File: src/rtl/uart_loader_if.sv
// Byte-stream and memory debug-port signals of the UART boot loader.
interface uart_loader_if;
  logic [7:0]  rx_data;
  logic        rx_valid;
  logic [7:0]  tx_data;
  logic        tx_valid;
  logic        tx_ready;
  logic        dbg_mem_op;
  logic [3:0]  dbg_wren;
  logic [31:0] dbg_adr;
  logic [31:0] dbg_do;
  logic        dbg_ack;

  // Loader side
  modport master (
    input  rx_data, rx_valid, tx_ready, dbg_ack,
    output tx_data, tx_valid, dbg_mem_op, dbg_wren, dbg_adr, dbg_do
  );

  // UART / memory side
  modport slave (
    output rx_data, rx_valid, tx_ready, dbg_ack,
    input  tx_data, tx_valid, dbg_mem_op, dbg_wren, dbg_adr, dbg_do
  );
endinterface

File: src/rtl/uart_loader.sv
// UART boot loader: parses SYNC/ADDR/CNT/DATA/CSUM frames from a byte
// stream, writes words through the memory debug port, answers ACK/NAK and
// releases the CPU reset after a clean load.
module uart_loader #(
  parameter int unsigned TIMEOUT_CYCLES = 1000000,
  parameter logic [7:0]  SYNC           = 8'hA5,
  parameter bit          BOOT_RUN       = 1'b0
) (
  input  logic          clk,
  input  logic          n_reset,
  uart_loader_if.master bus,
  output logic          cpu_n_reset,
  output logic          busy
);
  localparam logic [7:0]  ACK      = 8'h06;
  localparam logic [7:0]  NAK      = 8'h15;
  localparam logic [31:0] TMO_LAST = 32'(TIMEOUT_CYCLES - 1);

  typedef enum logic [2:0] {
    S_IDLE, S_ADDR, S_CNT, S_DATA, S_WRITE, S_CSUM, S_RESP
  } state_t;

  state_t      r_state;
  logic [31:0] r_addr;
  logic [31:0] r_word;
  logic [31:0] r_tmo;
  logic [31:0] r_dbg_adr;
  logic [31:0] r_dbg_do;
  logic [15:0] r_cnt;
  logic [1:0]  r_idx;
  logic [7:0]  r_csum;
  logic [7:0]  r_skid;
  logic        r_skid_full;
  logic [7:0]  r_tx_data;
  logic        r_tx_valid;
  logic        r_mem_op;
  logic        r_run;

  logic        w_bv;
  logic [7:0]  w_b;
  logic [31:0] w_word;
  logic [15:0] w_cnt;
  logic        w_frame;
  logic        w_tmo;

  // Byte source for frame states: a held skid byte is older than the wire.
  always_comb begin
    w_bv    = r_skid_full | bus.rx_valid;
    w_b     = r_skid_full ? r_skid : bus.rx_data;
    w_word  = {w_b, r_word[31:8]};
    w_cnt   = {w_b, r_cnt[15:8]};
    w_frame = (r_state == S_ADDR) || (r_state == S_CNT) ||
              (r_state == S_DATA) || (r_state == S_CSUM);
    w_tmo   = !w_bv && (r_tmo == TMO_LAST);
  end

  // Frame parser, skid register, timeout and all registered outputs.
  always_ff @(posedge clk or negedge n_reset) begin
    if (!n_reset) begin
      r_state     <= S_IDLE;
      r_addr      <= '0;
      r_word      <= '0;
      r_tmo       <= '0;
      r_dbg_adr   <= '0;
      r_dbg_do    <= '0;
      r_cnt       <= '0;
      r_idx       <= '0;
      r_csum      <= '0;
      r_skid      <= '0;
      r_skid_full <= 1'b0;
      r_tx_data   <= '0;
      r_tx_valid  <= 1'b0;
      r_mem_op    <= 1'b0;
      r_run       <= BOOT_RUN;
    end else begin
      // Outside WRITE the skid drains one byte per cycle; a byte arriving
      // in the same cycle takes its place so nothing is lost.
      if (r_state != S_WRITE && r_skid_full) begin
        if (bus.rx_valid) r_skid <= bus.rx_data;
        else              r_skid_full <= 1'b0;
      end

      case (r_state)
        S_IDLE: begin
          if (bus.rx_valid && bus.rx_data == SYNC) begin
            r_state <= S_ADDR;
            r_run   <= 1'b0;
            r_csum  <= '0;
            r_idx   <= '0;
            r_tmo   <= '0;
          end
        end

        S_ADDR: begin
          if (w_bv) begin
            r_addr <= {w_b, r_addr[31:8]};
            r_csum <= r_csum + w_b;
            r_idx  <= r_idx + 2'd1;
            if (r_idx == 2'd3) r_state <= S_CNT;
          end
        end

        S_CNT: begin
          if (w_bv) begin
            r_cnt  <= w_cnt;
            r_csum <= r_csum + w_b;
            if (r_idx == 2'd1) begin
              r_idx   <= '0;
              r_state <= (w_cnt == 16'd0) ? S_CSUM : S_DATA;
            end else begin
              r_idx <= r_idx + 2'd1;
            end
          end
        end

        S_DATA: begin
          if (w_bv) begin
            r_word <= w_word;
            r_csum <= r_csum + w_b;
            r_idx  <= r_idx + 2'd1;
            if (r_idx == 2'd3) begin
              r_state   <= S_WRITE;
              r_mem_op  <= 1'b1;
              r_dbg_adr <= r_addr;
              r_dbg_do  <= w_word;
            end
          end
        end

        S_WRITE: begin
          if (bus.rx_valid && r_skid_full) begin
            // Overrun: the in-flight write is dropped along with the frame.
            r_state     <= S_RESP;
            r_tx_valid  <= 1'b1;
            r_tx_data   <= NAK;
            r_skid_full <= 1'b0;
            r_mem_op    <= 1'b0;
            r_dbg_adr   <= '0;
            r_dbg_do    <= '0;
          end else begin
            if (bus.rx_valid) begin
              r_skid      <= bus.rx_data;
              r_skid_full <= 1'b1;
            end
            if (bus.dbg_ack) begin
              r_mem_op  <= 1'b0;
              r_dbg_adr <= '0;
              r_dbg_do  <= '0;
              r_addr    <= r_addr + 32'd4;
              r_cnt     <= r_cnt - 16'd1;
              r_state   <= (r_cnt == 16'd1) ? S_CSUM : S_DATA;
            end
          end
        end

        S_CSUM: begin
          if (w_bv) begin
            r_state     <= S_RESP;
            r_tx_valid  <= 1'b1;
            r_tx_data   <= (w_b == r_csum) ? ACK : NAK;
            r_skid_full <= 1'b0;
          end
        end

        S_RESP: begin
          if (bus.tx_ready) begin
            r_state    <= S_IDLE;
            r_tx_valid <= 1'b0;
            r_tx_data  <= '0;
            r_run      <= (r_tx_data == ACK);
          end
        end

        default: r_state <= S_IDLE;
      endcase

      // Inter-byte timeout; a byte in the expiry cycle restarts the count.
      if (w_frame) begin
        if (w_bv) begin
          r_tmo <= '0;
        end else if (w_tmo) begin
          r_state    <= S_RESP;
          r_tx_valid <= 1'b1;
          r_tx_data  <= NAK;
        end else begin
          r_tmo <= r_tmo + 32'd1;
        end
      end
    end
  end

  assign bus.tx_data    = r_tx_data;
  assign bus.tx_valid   = r_tx_valid;
  assign bus.dbg_mem_op = r_mem_op;
  assign bus.dbg_wren   = r_mem_op ? 4'hF : 4'h0;
  assign bus.dbg_adr    = r_dbg_adr;
  assign bus.dbg_do     = r_dbg_do;
  assign cpu_n_reset    = r_run;
  assign busy           = (r_state != S_IDLE);
endmodule

File: src/flat_wrapper.sv
// flat-port wrapper written by rule: the top's interface ports become plain ports
module uart_loader_flat 
#(
  parameter int unsigned TIMEOUT_CYCLES = 1000000,
  parameter logic [7:0]  SYNC           = 8'hA5,
  parameter bit          BOOT_RUN       = 1'b0
)
  (clk, n_reset, cpu_n_reset, busy, bus_rx_data, bus_rx_valid, bus_tx_ready, bus_dbg_ack, bus_tx_data, bus_tx_valid, bus_dbg_mem_op, bus_dbg_wren, bus_dbg_adr, bus_dbg_do);
  uart_loader_if bus_i ();
  input  logic clk;
  input  logic n_reset;
  output logic cpu_n_reset;
  output logic busy;
  input wire logic [$bits(bus_i.rx_data)-1:0] bus_rx_data;
  input wire logic [$bits(bus_i.rx_valid)-1:0] bus_rx_valid;
  input wire logic [$bits(bus_i.tx_ready)-1:0] bus_tx_ready;
  input wire logic [$bits(bus_i.dbg_ack)-1:0] bus_dbg_ack;
  output wire logic [$bits(bus_i.tx_data)-1:0] bus_tx_data;
  output wire logic [$bits(bus_i.tx_valid)-1:0] bus_tx_valid;
  output wire logic [$bits(bus_i.dbg_mem_op)-1:0] bus_dbg_mem_op;
  output wire logic [$bits(bus_i.dbg_wren)-1:0] bus_dbg_wren;
  output wire logic [$bits(bus_i.dbg_adr)-1:0] bus_dbg_adr;
  output wire logic [$bits(bus_i.dbg_do)-1:0] bus_dbg_do;
  assign bus_i.rx_data = bus_rx_data;
  assign bus_i.rx_valid = bus_rx_valid;
  assign bus_i.tx_ready = bus_tx_ready;
  assign bus_i.dbg_ack = bus_dbg_ack;
  assign bus_tx_data = bus_i.tx_data;
  assign bus_tx_valid = bus_i.tx_valid;
  assign bus_dbg_mem_op = bus_i.dbg_mem_op;
  assign bus_dbg_wren = bus_i.dbg_wren;
  assign bus_dbg_adr = bus_i.dbg_adr;
  assign bus_dbg_do = bus_i.dbg_do;
  uart_loader #(.TIMEOUT_CYCLES(TIMEOUT_CYCLES), .SYNC(SYNC), .BOOT_RUN(BOOT_RUN)) u_core (.clk(clk), .n_reset(n_reset), .bus(bus_i), .cpu_n_reset(cpu_n_reset), .busy(busy));
endmodule
File: config.mk
export PLATFORM = sky130hd
export DESIGN_NAME = uart_loader_flat
export DESIGN_NICKNAME = d
export VERILOG_FILES = /design/src/rtl/uart_loader_if.sv /design/src/rtl/uart_loader.sv /design/src/flat_wrapper.sv
export SDC_FILE = /design/constraint.sdc
export NUM_CORES = 1
export LEC_CHECK = 0
export BUFFER_PORTS_ARGS = -buffer_cell sky130_fd_sc_hd__buf_2
export CORE_ASPECT_RATIO = 0.6
export CORE_MARGIN = 4
export CORE_UTILIZATION = 25
export DETAILED_ROUTE_END_ITERATION = 8
export HOLD_SLACK_MARGIN = 0.12
export PLACE_DENSITY_LB_ADDON = 0.2
export SLEW_MARGIN = 20
export SYNTH_ARGS = -nofsm -noshare
export SYNTH_HDL_FRONTEND = slang
export SYNTH_SLANG_ARGS = --single-unit
File: constraint.sdc
create_clock -name clk -period 8.01 [get_ports clk]
set_input_delay 0.801 -clock clk [delete_from_list [all_inputs] [get_ports clk]]
set_output_delay 0.801 -clock clk [all_outputs]
set_load 0.02 [all_outputs]
After elaboration in Yosys (flattened, before gate mapping) --
Cells that the tools add are included. Widths: inputs -> output; s select.
Operators by class: add/sub/neg operators 5, eq/ne operators 25, multiplexer cells 82, bitwise logic cells 1, reductions and logical operators 26
Operator list (count):
- $mux 32 | 14
- $pmux 32 s2 | 3
- $mux 8 | 14
- $mux 16 | 3
- $mux 3 | 16
- $add 32x1->32 const B | 1
- $add 32x3->32 const B | 1
- $eq 32x20->1 const B | 1
- $pmux 16 s2 | 1
- $pmux 8 s3 | 1
- $pmux 3 s7 | 1
- $mux 1 | 17
- $eq 16x1->1 const B | 1
- $logic_not 16->1 | 1
- $pmux 8 s2 | 1
- $reduce_and 4->1 | 4
- $sub 16x1->16 const B | 1
- $ne 2x1->1 const B | 6
- $reduce_bool 2->1 | 5
- $eq 3x3->1 const B | 3
- $add 8x8->8 | 1
- $eq 8x3->1 const B | 1
- $eq 8x8->1 | 1
- $eq 8x8->1 const B | 1
- other kinds (24) | 40
Word-level totals: bits in registers 209, bits of input ports 13, logic and storage cells 154

Depth between registers and ports, before layout --
depth in word-level cells 9, mapped depth 11

Worst setup path after synthesis --
Ideal clock, no wire load.
path kind input-to-reg, start point input port bus_rx_data[0], end point register u_core.r_csum[6], library setup time 0.138 ns, arrival time 2.550 ns, data required time 7.872 ns, setup slack 5.322 ns, stages on the path 9, path buffers 0, cell sequence mux2_2 ha_1 fa_1 a21o_1 a21oi_1 o21bai_1 a21oi_1 xor2_1 o22ai_1
Between the ends: cells in the longest elaborated chain, start to end 4
RTL lines:
- from (decl) | RTL line flat_wrapper.sv:14 | input wire logic [$bits(bus_i.rx_data)-1:0] bus_rx_data;
- $mux 8 or $eq 8x8->1 (tied branches) | RTL line uart_loader.sv:49, uart_loader.sv:85
- $add 8x8->8 or $logic_and 1x1->1 (tied branches)
- $mux 8 or $ne 2x1->1 (tied branches)
- $pmux 8 s2 or $reduce_and 3->1 (tied branches)
- to (signal assigned) | RTL line uart_loader.sv:97 | r_csum <= r_csum + w_b;
- to (signal assigned) | RTL line uart_loader.sv:106 | r_csum <= r_csum + w_b;
- to (signal assigned) | RTL line uart_loader.sv:119 | r_csum <= r_csum + w_b;
- to (decl) | RTL line uart_loader.sv:31 | logic [7:0] r_csum;
Several ways; a longest one is shown, not always the timed one. The select of a mux whose other input is x is not followed. A chain may end at the register's enable or synchronous reset.

Worst setup path in the final report --
start point register u_core.r_skid_full, end point register u_core.r_tx_data[4] (netlist: u_core.bus.tx_data[4])
Between the ends: cells in the longest elaborated chain, start to end 8
RTL lines:
- from (decl) | RTL line uart_loader.sv:33 | logic r_skid_full;
- from (signal assigned) | RTL line uart_loader.sv:70 | r_skid_full <= 1'b0;
- from (signal assigned) | RTL line uart_loader.sv:80 | else r_skid_full <= 1'b0;
- from (signal assigned) | RTL line uart_loader.sv:136 | r_skid_full <= 1'b0;
- $mux 8 * | RTL line uart_loader.sv:49 | w_b = r_skid_full ? r_skid : bus.rx_data;
- net u_core.w_b[4] | RTL line uart_loader.sv:40 | logic [7:0] w_b;
- $eq 8x8->1 * | RTL line uart_loader.sv:160 | r_tx_data <= (w_b == r_csum) ? ACK : NAK;
- $mux 5 * | RTL line uart_loader.sv:160
- $mux 8 * | RTL line uart_loader.sv:157 | if (w_bv) begin
- $pmux 8 s3 * | RTL line uart_loader.sv:83 | case (r_state)
- $mux 8 | RTL line uart_loader.sv:181 | end else if (w_tmo) begin
- $mux 8 | RTL line uart_loader.sv:179 | if (w_bv) begin
- $mux 8 * | RTL line uart_loader.sv:178 | if (w_frame) begin
- to (signal assigned) | RTL line uart_loader.sv:160
- to (decl) | RTL line uart_loader.sv:34 | logic [7:0] r_tx_data;
The timed path passes the listed nets; every way through them passes the cells marked *.

==> results.md <==
* Number of synthesized flops with an enable pin at 0
* Static Leak at 0.005218 uW
* # fillers at 4086
* Syn. warnings at 0
* First-pass GRT wire length at 47290 um
* Most frequent cell after synthesis: dfrtp_1
* Final nets at 1116
* Ys async rst share at 100.0%
* Vert. Die Dim at 162.6 um
* DR DRC count at 0
* WL final at 29180 um
* Arr. time, crit path at 3.96 ns
* Hold Vio Cnt, Final at 0
* Clock Sinks at 201
* FP Rows at 56
* Routed vias/inst at 4.961
* Largest cells by area after synthesis: dfrtp_1 (50%), nand2_1 (5.3%), mux2_2 (4.3%)
* Reg-to-Reg End: u_core.bus.tx_data[4]$_DFF_PN0_
* Critical path's slowest cell: dfrtp_1
* Cells after DPL at 1586
* Hold crit path type: primary input to async pin
* Mapped Nets at 1053
* Share of post-route cells with drive strength above 1 at 18.13%
* Core area at 39170 um^2
* CP bufs+invs at 1
* Worst setup EP type: flip-flop
* Initial Utilization at 25.44%
* GP Congestion at 0.7874
* Max VDD drop at 0.0001560 V
* Util after Layout at 29.69%
* Clock latency on the worst-skew pair at 0.52 ns
* Max Slew Vio Count at 0
* Antenna-violating nets left at 0
* Crit path largest cell delay at 0.88 ns
* Register area at 5030 um^2
* RSZ-0062 raised after global routing: false
* Top cells by instance count after synthesis: dfrtp_1 (201), nand2_1 (140), o21ai_0 (80)
* Post-CTS Setup Bufs at 0
* Crit path kind: flip-flop to flip-flop
* CTS HTree Levels at 1
* Largest net degree at the start of global routing at 99
* Critical R2R Launch: u_core.r_skid_full$_DFF_PN0_
* Distinct cells, synth at 73
* Multi-input gate area at 4618 um^2
* Total CTS buffers at 22
* Minimum clock period at 3.588 ns
* Avg Synthesized Cell Area at 9.720 um^2
* Clk_skew at 0.01686 ns
* Worst EP required at 8.38 ns
* Vias at 8061
* CTS max path bufs at 3
* Dpl hpwl at 19700 um
* Grt total ovfl at 0
* Finish-stage setup viols at 0
* DIE AREA at 43220 um^2
* Setup tns final at 0 ns
* CP cell instances: mux2i_1 -> inv_1 -> ha_1 -> nor4_1 -> nand4_1 -> or3_1 -> a21boi_0 -> o21ai_0
* Pwr Density at 331.4 nW/um^2
* Critical-path maximum fanout at 20
* Tcrit/Tclk final at 44.80%
* Ys flop type: dfrtp_1
* FMAX at 278.7 MHz
* Worst slew margin at 33.72%
* Flop-to-flop setup slack at 4.42 ns
* Max-Cap Viols at 0
* Area growth, synth to finish at 16.73%
* PortBufs at 92
* Post-route insts no fill at 1625
* # diodes at 0
* Netlist Area Pre-Place at 9963 um^2
* Worst R2R Path Depth at 8
* Synth Instances at 1025
* Initial DRC count at 611
* CP top delay family: simple AND/OR/NAND/NOR gates
* Chip width at 265.7 um
* Worst-path clk slew at 0.06 ns
* Vias in the first global route at 7933
* Register area share after synthesis at 50.48%
* CTS Hold Bufs at 0
* CTS tree: yes
* WL per Instance at 17.95 um
* Initial antenna violation count at 2
* Fin Hold WS at 0.3561 ns
* Worst Max-Slew Pin Slew at 0.9909 ns
* Post_cts resized at 0
* FF+latch count, synth at 201
* Root Driver: clkbuf_16
* Crit start category: flip-flop
* Cell taking the most area after synthesis: dfrtp_1
* Top-level I/O count at 93
* Status: finished clean
* Power Total at 3855 uW
* Yosys top cell area share at 50.48%
* All-Layer GR Usage at 13.49%
* Pre-Repair DR Iteration Count at 5
cell families (layout without fill, tap and decap cells):
family,count (synthesis),count (layout),share of synthesized area [%]
AOI/OAI and AO/OA,279,279,17.98
xor gates and xnor gates,23,23,2.022
adders and majority gates,16,16,2.060
buffers and inverters,80,158,3.491
DFF,201,201,50.48
muxes,43,43,4.923
and+or+nand+nor,383,383,19.04
sequential cells by signal, summed over array words and instances (netlist names), 8 cells and up:
name	flops
u_core.r_tmo	32
u_core.r_csum	8
u_core.r_skid	8
u_core.r_word	24
u_core.bus.tx_data	8
u_core.bus.dbg_do	32
u_core.r_addr	32
u_core.bus.dbg_adr	32
u_core.r_cnt	16
placed cells by master (no fill, tap or decap), types with 3 or more instances in the layout:
master     instances
ha_1              14
o21ai_0           80
nor4_1            11
a32oi_1            4
a2bb2oi_1          8
a21o_1             3
nand3_1           51
nand4_1           20
clkbuf_16         22
buf_4             10
xnor2_1           13
mux2_2            38
inv_1             17
o31ai_1            7
o31a_1             3
a22o_1            40
clkbuf_1           7
clkbuf_8           4
or2_2              6
or3_1             13
and3_1            14
a21oi_1           74
nand2_1          139
nor4_4             3
dfrtp_1          201
buf_2             91
nor2_1            64
nor3_1            27
a31oi_1            9
xor2_1            10
nor2b_1            5
and2_1             5
mux2i_1            4
o21a_1             5
o22ai_1           16
o22a_1            10
stage by stage:
| stage | cell area (um^2) | setup slack, ns |
|---|---|---|
| final | 11630 | 4.422 |
| after detailed placement | 10900 | 4.413 |
| after global placement | 10900 | 4.456 |
| after floorplan | 9963 | 5.322 |
| after global routing | 11630 | 4.149 |
| after CTS | 11620 | 4.410 |
report_power, final:
part	switching, uW	leakage, uW	internal (uW)
Clock	426	0.000348	603
Combinational	690	0.00226	470
Sequential	336	0.00261	1330
Total	1450	0.00522	2400
final cells by class:
class	instances	share of cell area, %
clock inverter	7	0.8822
sequential	201	43.25
clock buffer	32	5.315
timing repair buffer	102	4.680
multi-input combinational	744	39.71
inverter	17	0.5487
tap	522	5.616
metal layers:
layer,GRT usage (%),routed length [um]
met5,0,0
met4,2.171,484
met2,19.20,12030
met1,21.40,15330
met3,2.491,1335
worst max-delay path by stage:
stage	start	depth (start not counted)	endpoint	slack (ns)
6_report	u_core.r_skid_full$_DFF_PN0_	8	u_core.bus.tx_data[4]$_DFF_PN0_	4.42
5_1_grt	u_core.r_skid_full$_DFF_PN0_	8	u_core.bus.tx_data[4]$_DFF_PN0_	4.15
4_1_cts	u_core.r_skid_full$_DFF_PN0_	8	u_core.bus.tx_data[4]$_DFF_PN0_	4.41
3_5_place_dp	u_core.r_skid_full$_DFF_PN0_	8	u_core.bus.tx_data[4]$_DFF_PN0_	4.41
3_3_place_gp	u_core.r_skid_full$_DFF_PN0_	8	u_core.bus.tx_data[4]$_DFF_PN0_	4.46
2_1_floorplan	bus_rx_data[0]	9	u_core.r_csum[6]$_DFFE_PN0P_	5.32
Note: power is estimated with default switching activity, not from simulation.
